--- src/rtl/striping_lane_scheduler_if.sv ---
// Lane-side and stream-side signals of the 2-lane -> 1-stream striping scheduler.
interface striping_lane_scheduler_if #(
  parameter int unsigned DATA_W = 32
);
  logic [DATA_W-1:0] lane_0;
  logic              valid_0;
  logic [DATA_W-1:0] lane_1;
  logic              valid_1;
  logic              clr_err;
  logic [DATA_W-1:0] data_output;
  logic              valid_out;
  logic              ready_0;
  logic              ready_1;
  logic              sel;
  logic [1:0]        state;
  logic              overflow_err;

  // Producer / consumer side (drives lanes, watches the stream)
  modport master (
    output lane_0, valid_0, lane_1, valid_1, clr_err,
    input  data_output, valid_out, ready_0, ready_1, sel, state, overflow_err
  );

  // Scheduler side
  modport slave (
    input  lane_0, valid_0, lane_1, valid_1, clr_err,
    output data_output, valid_out, ready_0, ready_1, sel, state, overflow_err
  );
endinterface

--- src/rtl/striping_lane_scheduler.sv ---
// Striping scheduler: buffers two skewed lanes in small FIFOs and emits them as
// one stream in strict 0,1,0,1 order; stalls, times out to IDLE on starvation,
// and parks in ERR on FIFO overflow until clr_err.
module striping_lane_scheduler #(
  parameter int unsigned DATA_W    = 32,
  parameter int unsigned DEPTH     = 4,
  parameter int unsigned STALL_MAX = 8
) (
  input  logic                    clk_2f,
  input  logic                    reset,
  striping_lane_scheduler_if.slave bus
);
  localparam int unsigned PTR_W = $clog2(DEPTH);
  localparam int unsigned CNT_W = $clog2(DEPTH + 1);
  localparam int unsigned STL_W = $clog2(STALL_MAX + 1);

  typedef enum logic [1:0] {
    S_IDLE = 2'd0,
    S_RUN  = 2'd1,
    S_ERR  = 2'd2
  } state_t;

  state_t              r_state, w_state_nxt;
  logic [DATA_W-1:0]   r_mem0 [DEPTH];
  logic [DATA_W-1:0]   r_mem1 [DEPTH];
  logic [PTR_W-1:0]    r_rd0, r_wr0, r_rd1, r_wr1;
  logic [CNT_W-1:0]    r_cnt0, r_cnt1, w_cnt0_nxt, w_cnt1_nxt;
  logic [STL_W-1:0]    r_stall, w_stall_nxt, w_stall_inc;
  logic                r_sel, w_sel_nxt;
  logic                r_valid_out, w_valid_nxt;
  logic [DATA_W-1:0]   r_data, w_data_nxt;
  logic                r_ovf, w_ovf_nxt;
  logic                w_full0, w_full1, w_empty0, w_empty1;
  logic                w_pop0, w_pop1, w_wr0, w_wr1, w_ovf, w_flush;

  // FIFO status, pop/push qualification; a full FIFO still accepts when it pops
  always_comb begin
    w_full0     = (r_cnt0 == CNT_W'(DEPTH));
    w_full1     = (r_cnt1 == CNT_W'(DEPTH));
    w_empty0    = (r_cnt0 == '0);
    w_empty1    = (r_cnt1 == '0);
    w_pop0      = (r_state == S_RUN) && !r_sel && !w_empty0;
    w_pop1      = (r_state == S_RUN) &&  r_sel && !w_empty1;
    w_wr0       = bus.valid_0 && (!w_full0 || w_pop0);
    w_wr1       = bus.valid_1 && (!w_full1 || w_pop1);
    w_ovf       = (bus.valid_0 && !w_wr0) || (bus.valid_1 && !w_wr1);
    w_cnt0_nxt  = r_cnt0 + CNT_W'(w_wr0) - CNT_W'(w_pop0);
    w_cnt1_nxt  = r_cnt1 + CNT_W'(w_wr1) - CNT_W'(w_pop1);
    w_stall_inc = r_stall + STL_W'(1);
  end

  // Next-state and output decode; overflow beats timeout, clr_err only acts in ERR
  always_comb begin
    w_state_nxt = r_state;
    w_sel_nxt   = r_sel;
    w_stall_nxt = r_stall;
    w_valid_nxt = 1'b0;
    w_data_nxt  = r_data;
    w_ovf_nxt   = r_ovf | w_ovf;
    w_flush     = 1'b0;
    unique case (r_state)
      S_IDLE: begin
        if (w_ovf) begin
          w_state_nxt = S_ERR;
        end else if (!w_empty0 && !w_empty1) begin
          w_state_nxt = S_RUN;
          w_sel_nxt   = 1'b0;
          w_stall_nxt = '0;
        end
      end
      S_RUN: begin
        if (w_pop0 || w_pop1) begin
          w_data_nxt  = w_pop0 ? r_mem0[r_rd0] : r_mem1[r_rd1];
          w_valid_nxt = 1'b1;
          w_sel_nxt   = ~r_sel;
          w_stall_nxt = '0;
        end else begin
          w_stall_nxt = w_stall_inc;
        end
        if (w_ovf) begin
          w_state_nxt = S_ERR;
          w_stall_nxt = '0;
        end else if (!(w_pop0 || w_pop1) && (w_stall_inc == STL_W'(STALL_MAX))) begin
          w_state_nxt = S_IDLE;
          w_flush     = 1'b1;
          w_sel_nxt   = 1'b0;
          w_stall_nxt = '0;
        end
      end
      S_ERR: begin
        if (bus.clr_err) begin
          w_state_nxt = S_IDLE;
          w_flush     = 1'b1;
          w_ovf_nxt   = 1'b0;
          w_sel_nxt   = 1'b0;
        end
      end
      default: begin
        w_state_nxt = S_IDLE;
        w_flush     = 1'b1;
        w_sel_nxt   = 1'b0;
        w_stall_nxt = '0;
      end
    endcase
  end

  // FSM state register
  always_ff @(posedge clk_2f or posedge reset) begin
    if (reset) r_state <= S_IDLE;
    else       r_state <= w_state_nxt;
  end

  // FIFO bookkeeping and registered stream outputs
  always_ff @(posedge clk_2f or posedge reset) begin
    if (reset) begin
      r_rd0       <= '0;
      r_wr0       <= '0;
      r_cnt0      <= '0;
      r_rd1       <= '0;
      r_wr1       <= '0;
      r_cnt1      <= '0;
      r_stall     <= '0;
      r_sel       <= 1'b0;
      r_valid_out <= 1'b0;
      r_data      <= '0;
      r_ovf       <= 1'b0;
    end else begin
      r_stall     <= w_stall_nxt;
      r_sel       <= w_sel_nxt;
      r_valid_out <= w_valid_nxt;
      r_data      <= w_data_nxt;
      r_ovf       <= w_ovf_nxt;
      if (w_flush) begin
        r_rd0  <= '0;
        r_wr0  <= '0;
        r_cnt0 <= '0;
        r_rd1  <= '0;
        r_wr1  <= '0;
        r_cnt1 <= '0;
      end else begin
        if (w_wr0)  r_wr0 <= r_wr0 + PTR_W'(1);
        if (w_pop0) r_rd0 <= r_rd0 + PTR_W'(1);
        if (w_wr1)  r_wr1 <= r_wr1 + PTR_W'(1);
        if (w_pop1) r_rd1 <= r_rd1 + PTR_W'(1);
        r_cnt0 <= w_cnt0_nxt;
        r_cnt1 <= w_cnt1_nxt;
      end
    end
  end

  // Lane storage; contents are don't-care until written, so no reset
  always_ff @(posedge clk_2f) begin
    if (w_wr0) r_mem0[r_wr0] <= bus.lane_0;
    if (w_wr1) r_mem1[r_wr1] <= bus.lane_1;
  end

  assign bus.data_output  = r_data;
  assign bus.valid_out    = r_valid_out;
  assign bus.ready_0      = !w_full0;
  assign bus.ready_1      = !w_full1;
  assign bus.sel          = r_sel;
  assign bus.state        = r_state;
  assign bus.overflow_err = r_ovf;
endmodule

--- src/flat_wrapper.sv ---
// flat-port wrapper written by rule: the top's interface ports become plain ports
module striping_lane_scheduler_flat 
#(
  parameter int unsigned DATA_W    = 32,
  parameter int unsigned DEPTH     = 4,
  parameter int unsigned STALL_MAX = 8
)
  (clk_2f, reset, bus_lane_0, bus_valid_0, bus_lane_1, bus_valid_1, bus_clr_err, bus_data_output, bus_valid_out, bus_ready_0, bus_ready_1, bus_sel, bus_state, bus_overflow_err);
  striping_lane_scheduler_if #(.DATA_W(DATA_W)) bus_i ();
  input  logic clk_2f;
  input  logic reset;
  input wire logic [$bits(bus_i.lane_0)-1:0] bus_lane_0;
  input wire logic [$bits(bus_i.valid_0)-1:0] bus_valid_0;
  input wire logic [$bits(bus_i.lane_1)-1:0] bus_lane_1;
  input wire logic [$bits(bus_i.valid_1)-1:0] bus_valid_1;
  input wire logic [$bits(bus_i.clr_err)-1:0] bus_clr_err;
  output wire logic [$bits(bus_i.data_output)-1:0] bus_data_output;
  output wire logic [$bits(bus_i.valid_out)-1:0] bus_valid_out;
  output wire logic [$bits(bus_i.ready_0)-1:0] bus_ready_0;
  output wire logic [$bits(bus_i.ready_1)-1:0] bus_ready_1;
  output wire logic [$bits(bus_i.sel)-1:0] bus_sel;
  output wire logic [$bits(bus_i.state)-1:0] bus_state;
  output wire logic [$bits(bus_i.overflow_err)-1:0] bus_overflow_err;
  assign bus_i.lane_0 = bus_lane_0;
  assign bus_i.valid_0 = bus_valid_0;
  assign bus_i.lane_1 = bus_lane_1;
  assign bus_i.valid_1 = bus_valid_1;
  assign bus_i.clr_err = bus_clr_err;
  assign bus_data_output = bus_i.data_output;
  assign bus_valid_out = bus_i.valid_out;
  assign bus_ready_0 = bus_i.ready_0;
  assign bus_ready_1 = bus_i.ready_1;
  assign bus_sel = bus_i.sel;
  assign bus_state = bus_i.state;
  assign bus_overflow_err = bus_i.overflow_err;
  striping_lane_scheduler #(.DATA_W(DATA_W), .DEPTH(DEPTH), .STALL_MAX(STALL_MAX)) u_core (.clk_2f(clk_2f), .reset(reset), .bus(bus_i));
endmodule
--- config.mk ---
export PLATFORM = sky130hd
export DESIGN_NAME = striping_lane_scheduler_flat
export DESIGN_NICKNAME = d
export VERILOG_FILES = /design/src/rtl/striping_lane_scheduler_if.sv /design/src/rtl/striping_lane_scheduler.sv /design/src/flat_wrapper.sv
export SDC_FILE = /design/constraint.sdc
export NUM_CORES = 1
export LEC_CHECK = 0
export ABC_AREA = 0
export ABC_CLOCK_PERIOD_IN_PS = 5010
export BUFFER_PORTS_ARGS = -buffer_cell sky130_fd_sc_hd__buf_2
export CELL_PAD_IN_SITES_DETAIL_PLACEMENT = 1
export CELL_PAD_IN_SITES_GLOBAL_PLACEMENT = 1
export CORE_MARGIN = 8
export CORE_UTILIZATION = 40
export DETAILED_ROUTE_END_ITERATION = 7
export GPL_ROUTABILITY_DRIVEN = 0
export PLACE_DENSITY_LB_ADDON = 0.1
export SYNTH_ARGS = -nofsm -noshare
export SYNTH_HDL_FRONTEND = slang
export SYNTH_SLANG_ARGS = --single-unit
--- constraint.sdc ---
create_clock -name clk_2f -period 5.01 [get_ports clk_2f]
set_input_delay 1.002 -clock clk_2f [delete_from_list [all_inputs] [get_ports clk_2f]]
set_output_delay 1.002 -clock clk_2f [all_outputs]
set_load 0.03 [all_outputs]
==> results of run 1 <==
## critical path, delay by kind of cell (launching register included)
kind | cells | cell delay [ns]
flops | 1 | 0.51
xor+xnor | 2 | 0.33
simple gates | 3 | 0.58
fa+ha+maj | 3 | 0.85
buf+inv | 3 | 0.53
compound gates | 1 | 0.14
## cells by family after synthesis
logic type / synth area share (%)
buf+inv: 2.04
compound gates: 5.04
flops: 74.6
simple gates: 3.80
xor+xnor: 0.793
fa+ha+maj: 1.57
mux: 12.1
## sequential cells by signal, summed over array words and instances, names as in the netlist
name	flops
u_core.bus.overflow_err	1
u_core.r_cnt1	3
u_core.bus.valid_out	1
u_core.r_mem1	128
u_core.bus.data_output	32
u_core.r_wr1	2
u_core.r_wr0	2
u_core.r_stall	4
u_core.r_mem0	128
u_core.r_rd1	2
u_core.bus.sel	1
u_core.r_rd0	2
u_core.bus.state	2
u_core.r_cnt0	3
## layer usage
metal,vias to the layer above,track usage [%],share of wire (%),wire length [um]
met5,-,0,0,0
met4,0,4.50,2.1,572
met3,45,2.80,3.8,1050
met2,119,26.4,50,14000
met1,3191,20.2,44,12100
li1,2660,-,-,-
## worst paths after layout
check	from	to	cells after the start
setup reg to reg	u_core.bus.state[1]	u_core.r_cnt1[2]	12
max in group asynchronous	reset	u_core.r_rd0[0]	3
min in group asynchronous	reset	u_core.bus.valid_out	3
hold reg to reg	u_core.bus.data_output[4]	u_core.bus.data_output[4]	1
setup / recovery	u_core.bus.state[1]	u_core.r_cnt1[2]	12
hold / removal	u_core.bus.data_output[4]	u_core.bus.data_output[4]	1
## power breakdown
part | internal (uW) | switching (uW)
Combinational | 1020 | 1420
Clock | 1560 | 967
Sequential | 3460 | 418
Total | 6040 | 2800
## synthesized netlist by cell type (all sizes together), types with 2 or more instances
library cell,instances
inv,15
nand3,5
buf,19
o21a,2
edfxtp,256
a21boi,3
a21o,2
clkbuf,18
nor2b,2
or3,2
fa,2
nor3b,4
nor2,2
a221o,32
ha,12
nand2,5
xor2,4
mux2i,2
and2,9
dfrtp,55
mux4,64
a21oi,3
and3b,2
xnor2,7
and3,34
a211oi,13
## stage by stage
step,setup slack (ns),area [um^2]
floorplan,2.11,12100
global placement,2.12,13100
detailed placement,1.96,13100
CTS,1.93,14200
global route,1.72,14200
finish,1.97,14200
## final cells by class
type	count	share of cell area, %
flip-flops and latches	311	63.9
repair buffers	113	4.09
multi-input cells	228	20.1
well taps	396	3.49
clock inverters	12	1.14
inverters	15	0.397
clock buffers	49	6.90
==> results.toml, run 1 <==
[outcome]
status = "finished clean"

[logic_synthesis]
synth.cell_area_um2 = 12100
number_of_distinct_standard_cells_referenced_by_the_synthesized_netlist = 53
avgSynthCellArea_um2 = 20.5
synthDominantCellAreaShare_pct = 63.3
ys_warn_count = 0
ys_async_sr_fraction_pct = 17.7
dominantRegCellSynth = "sky130_fd_sc_hd__edfxtp_1"
synthesis.instances = 591
netlist.top_cell.by_area = "sky130_fd_sc_hd__edfxtp_1"
syn_nets = 674
synth_edf_count = 256
top_post_synthesis_cells_by_area = "sky130_fd_sc_hd__edfxtp_1 (63%), sky130_fd_sc_hd__mux4_2 (12%), sky130_fd_sc_hd__dfrtp_1 (11%)"
synth-seq-area-share_pct = 74.6
ys_ff_latch = 311

[cts]
tritoncts = "yes"
clk_latency_worst_skew_pair_ns = 0.51
quantity_of_hold_fixing_buffers_added_after_cts = 0
worst_setup_hold_path_clk_slew_ns = 0.06
cts.sinks = 311
cts-root-buf = "sky130_fd_sc_hd__clkbuf_16"
htree_levels = 2
post_cts.resized_instances = 0
postCtsSetupBuffers = 0
clockBufferDepth = 3
numCtsBuffers = 34

[drt]
drtAntennaViolNets = 0
detail_route.first_pass.iterations = 4
vias_per_cell = 5.35
avgRoutedWirePerCell_um = 24.7
drc_violation_count_after_routing = 0
first_iter_violations = 274
num_vias = 6015
postRouteWirelength_um = 27700

[sta]
final.period_utilization_pct = 60.8
rsz0062_at_grt = "no"
hold_viol_final = 0
report.final.setup_viol = 0
final_max_slew_viol_count = 0
final.min_clock_period_ns = 3.04
setup_tns_ns = 0
worst_pin_slew_ns = 1.02
slew_headroom_pct = 31.9
max_freq_ghz = 0.328
timing.clock.skew_ns = 0.0140
final.hold.worst_slack_ns = 0.505

[placement]
place.port_buffers = 107
cell_count_after_placement = 1063
dp.final_hpwl_um = 16700

[final_layout]
design.final.nets = 786
fill_cells = 2812
drive_above_1_share_pct = 34.3
layout_common_cells = "sky130_fd_sc_hd__edfxtp_1 (256), sky130_fd_sc_hd__buf_2 (107), sky130_fd_sc_hd__mux4_2 (64), sky130_fd_sc_hd__dfrtp_1 (51), sky130_fd_sc_hd__clkbuf_16 (35)"
antenna-diode-count = 0
stdcell_count = 1124
areaGrowthSynthToFinish_pct = 16.8
multi_input_gate_area_in_the_final_layout_um2 = 2850
postLayoutCoreUtil_pct = 46.9
regArea_um2 = 9070
layout.cells.most_common = "sky130_fd_sc_hd__edfxtp_1"

[worst_setup_path]
endpoint_kind = "flip-flop"
crit_path_cell_trace = "nand3b_1 > nor2_4 > buf_4 > ha_1 > inv_1 > ha_1 > inv_1 > fa_1 > xnor2_1 > xnor2_1 > nand2_1 > a21oi_1"
cp_data_arrival_time_ns = 3.46
path_class = "reg -> reg"
critPathRequiredTime_ns = 5.43
worst_path_largest_cell_delay_ns = 0.51
cp_max_fo = 34
crit_path_start_kind = "flip-flop"
reg2reg_setup_slack_ns = 1.97
crit_path_top_delay_cell = "sky130_fd_sc_hd__dfrtp_1"

[floorplan]
core_um2 = 30300
floorplan.die_area_um2 = 36200
placement_rows = 64
floorplan.io_pins = 108
floorplan.die.width_um = 190
initial_core_util_pct = 40.1
die_height_um = 190

[global_routing]
track_usage_pct = 15.5
first_global_vias = 6855
grt_start_max_net_pins = 56
grt_overflow_total = 0
grt_antenna_before_repair = 0
grt_pass1_wl_um = 42200

[worst_hold_path]
hold_removal_path_class = "reg -> reg"

[job]
maxCapViolations = 0

[pwr]
power.ir.vdd_worst_mv = 0.307
finalPower_uw = 8840
power.density_cell_area_nw_per_um2 = 623
power.static_leakage_uw = 0.00513
Note: power is estimated with default switching activity, not from simulation.
==> inputs of run 2 (changes only) <==
ABC_AREA = 1   (was 0)
ABC_CLOCK_PERIOD_IN_PS = 2500   (was 5010)
clock period = 2.5 ns   (was 5.01 ns; I/O delays follow)
==> run 2 against run 1 <==
Register-to-register slack worse by 1.7 ns. Combinational power rose to 2.9 times the previous value. Maximum frequency up 39%. Critical path depth down 1. Total power is 120% higher. Non-clock buffer count up 18. Via count grew 29%. Cell area rose by 2.9%. Clock skew grew 0.0013 ns. Synthesized cell count is 66% higher. Critical path type unchanged. Largest cell class unchanged. Largest power group unchanged.
==> results.toml, run 2 <==
[worst_setup_path]
critPathMostFrequentCell = "sky130_fd_sc_hd__inv_2"
critPathRequiredTime_ns = 2.89
crit_path_start_kind = "flip-flop"
cp_num_buf_inv = 3
worst_path_largest_cell_delay_ns = 0.41
crit_path_top_delay_cell = "sky130_fd_sc_hd__dfrtp_1"
path_class = "reg -> reg"
cp_max_fo = 6
crit_path_cell_trace = "inv_2 > nand3b_1 > inv_2 > nand2_4 > nor2_1 > o21bai_1 > ha_1 > inv_1 > fa_1 > xnor2_1 > a21oi_2"
worst_path_dominant_cell_family = "adder cells"
endpoint_kind = "flip-flop"
cp_data_arrival_time_ns = 2.58

[logic_synthesis]
syn_nets = 1065
synthTopCellsByCount = "sky130_fd_sc_hd__edfxtp_1 (256), sky130_fd_sc_hd__nor2_1 (161), sky130_fd_sc_hd__nand2_1 (137), sky130_fd_sc_hd__o21ai_0 (93), sky130_fd_sc_hd__nand3_1 (57)"
dominantRegCellSynth = "sky130_fd_sc_hd__edfxtp_1"
netlist.top_cell.by_area = "sky130_fd_sc_hd__edfxtp_1"
post-synth-top-count-cell = "sky130_fd_sc_hd__edfxtp_1"
ys_warn_count = 0
synth_edf_count = 256
ys_async_sr_fraction_pct = 17.7
synthesis.instances = 982
number_of_distinct_standard_cells_referenced_by_the_synthesized_netlist = 33
synthDominantCellAreaShare_pct = 62.0
synth-seq-area-share_pct = 73.1
synth.cell_area_um2 = 12400
ys_ff_latch = 311
avgSynthCellArea_um2 = 12.6
top_post_synthesis_cells_by_area = "sky130_fd_sc_hd__edfxtp_1 (62%), sky130_fd_sc_hd__dfrtp_1 (11%), sky130_fd_sc_hd__nor2_1 (4.9%)"

[sta]
rsz0062_at_grt = "no"
slew_headroom_pct = 51.0
report.final.setup_viol = 0
timing.clock.skew_ns = 0.0153
worst_pin_slew_ns = 0.735
final_max_slew_viol_count = 0
max_freq_ghz = 0.456
final.min_clock_period_ns = 2.19
hold_viol_final = 0
final.period_utilization_pct = 87.8
final.hold.worst_slack_ns = 0.0273

[job]
maxCapViolations = 0

[cts]
post_cts.resized_instances = 0
cts-root-buf = "sky130_fd_sc_hd__clkbuf_16"
htree_levels = 2
cts.sinks = 311
tritoncts = "yes"
numCtsBuffers = 35
clockBufferDepth = 3
postCtsSetupBuffers = 0
quantity_of_hold_fixing_buffers_added_after_cts = 0
clk_latency_worst_skew_pair_ns = 0.51
worst_setup_hold_path_clk_slew_ns = 0.06

[global_routing]
grt_start_max_net_pins = 74
grt_overflow_total = 0
groute.layer.met2.usage_pct = 27.0
global_route.usage.met3_pct = 2.54
grt_antenna_before_repair = 0
track_usage_pct = 16.9
first_global_vias = 8167
gr-max-usage-layer = "met2"
grt_pass1_wl_um = 48200
globalRouteMet1Util_pct = 24.2

[placement]
place_area_um2 = 13500
dp.final_hpwl_um = 19900
place.port_buffers = 107
cell_count_after_placement = 1456

[drt]
num_vias = 7774
detail_route.first_pass.iterations = 4
vias_per_cell = 5.11
postRouteWirelength_um = 30900
drc_violation_count_after_routing = 0
drtAntennaViolNets = 0
avgRoutedWirePerCell_um = 20.3
first_iter_violations = 380

[final_layout]
antenna-diode-count = 0
layout_common_cells = "sky130_fd_sc_hd__edfxtp_1 (256), sky130_fd_sc_hd__nor2_1 (153), sky130_fd_sc_hd__nand2_1 (137), sky130_fd_sc_hd__buf_2 (107), sky130_fd_sc_hd__o21ai_0 (93)"
areaGrowthSynthToFinish_pct = 17.9
layout.cells.most_common = "sky130_fd_sc_hd__edfxtp_1"
stdcell_count = 1520
design_area_um2 = 14600
design.final.nets = 1180
drive_above_1_share_pct = 18.8

[floorplan]
floorplan.die.width_um = 192
floorplan.die_area_um2 = 36900
floorplan.io_pins = 108
die_height_um = 192
placement_rows = 64
initial_core_util_pct = 40.5
core_um2 = 30600

[pwr]
power.ir.vdd_worst_mv = 0.608
pwr-share-comb_pct = 36.1
clock_network_power_share_pct = 25.1
p_sw_share_pct = 38.2
power.static_leakage_uw = 0.00547
power.density_cell_area_nw_per_um2 = 1330
switchingPower_uw = 7440
power_report.internal_total_uw = 12000
sequentialPowerShare_pct = 38.8

[outcome]
status = "finished clean"

[worst_hold_path]
hold_removal_path_class = "in -> async"
## run 2: changes by cell type after synthesis, sizes merged, moves of 32 or more
cell   previous run  this run
nor2              2       162
nand2             5       141
o21ai             1        96
mux4             64         0
nand3             5        58
inv              15        51
and3             34         0
a221o            32         0
o32ai             0        32
## run 2: stage by stage
step | setup TNS, ns | util (%) | setup WS [ns] | total power, uW
finish | 0 | 47.7 | 0.306 | 19500
floorplan | -66.01 | - | -0.297 | 12400
global placement | 0 | 44.2 | 0.344 | 14700
CTS | 0 | 47.7 | 0.295 | 19800
detailed placement | 0 | 44.2 | 0.307 | 14900
global route | 0 | 47.7 | 0.0822 | 20800
## run 2: power groups by stage
stage               clock network [uW]  registers, uW  logic (uW)
global placement                     0           7640        7070
CTS                               5010           7580        7220
finish                            4880           7560        7030
detailed placement                   0           7680        7190
global route                      5190           7680        7890
floorplan                            0           8070        4300
## run 2: routing by layer
| layer | wire [um] | vias to the layer above |
|---|---|---|
| li1 | - | 3721 |
| met1 | 14900 | 3884 |
| met2 | 14300 | 129 |
| met3 | 1250 | 40 |
| met4 | 474 | 0 |
| met5 | 0 | - |
## run 2: cell families (layout without fill, tap and decap cells)
group           Yosys count  after routing  synth area share, %
flops                   311            311                 73.1
buf+inv                 105            247                 3.80
fa+ha+maj                14             14                 1.53
simple gates            365            365                 12.1
xor+xnor                  8              8                0.565
compound gates          179            179                 8.86
## run 2: area by class of cell
cell class              count  area (um^2)
multi-input cells         566         2900
inverters                  52          195
repair buffers            131          853
well taps                 396          495
flip-flops and latches    311         9070
clock inverters            14          131
fillers                  3190        16000
clock buffers              50          963
## run 2: final timing paths
kind | cells after the start | end | slack (ns) | startpoint
hold / removal | 2 | u_core.bus.data_output[6] | 0.03 | reset
min in group clk_2f | 1 | u_core.r_mem1[0][16] | 0.21 | bus_lane_1[16]
hold reg to reg | 2 | u_core.bus.data_output[9] | 0.49 | u_core.bus.data_output[9]
max in group asynchronous | 3 | u_core.r_rd1[0] | 1.88 | reset
setup reg to reg | 11 | u_core.r_cnt0[2] | 0.31 | u_core.bus.state[1]
setup / recovery | 11 | u_core.r_cnt0[2] | 0.31 | u_core.bus.state[1]
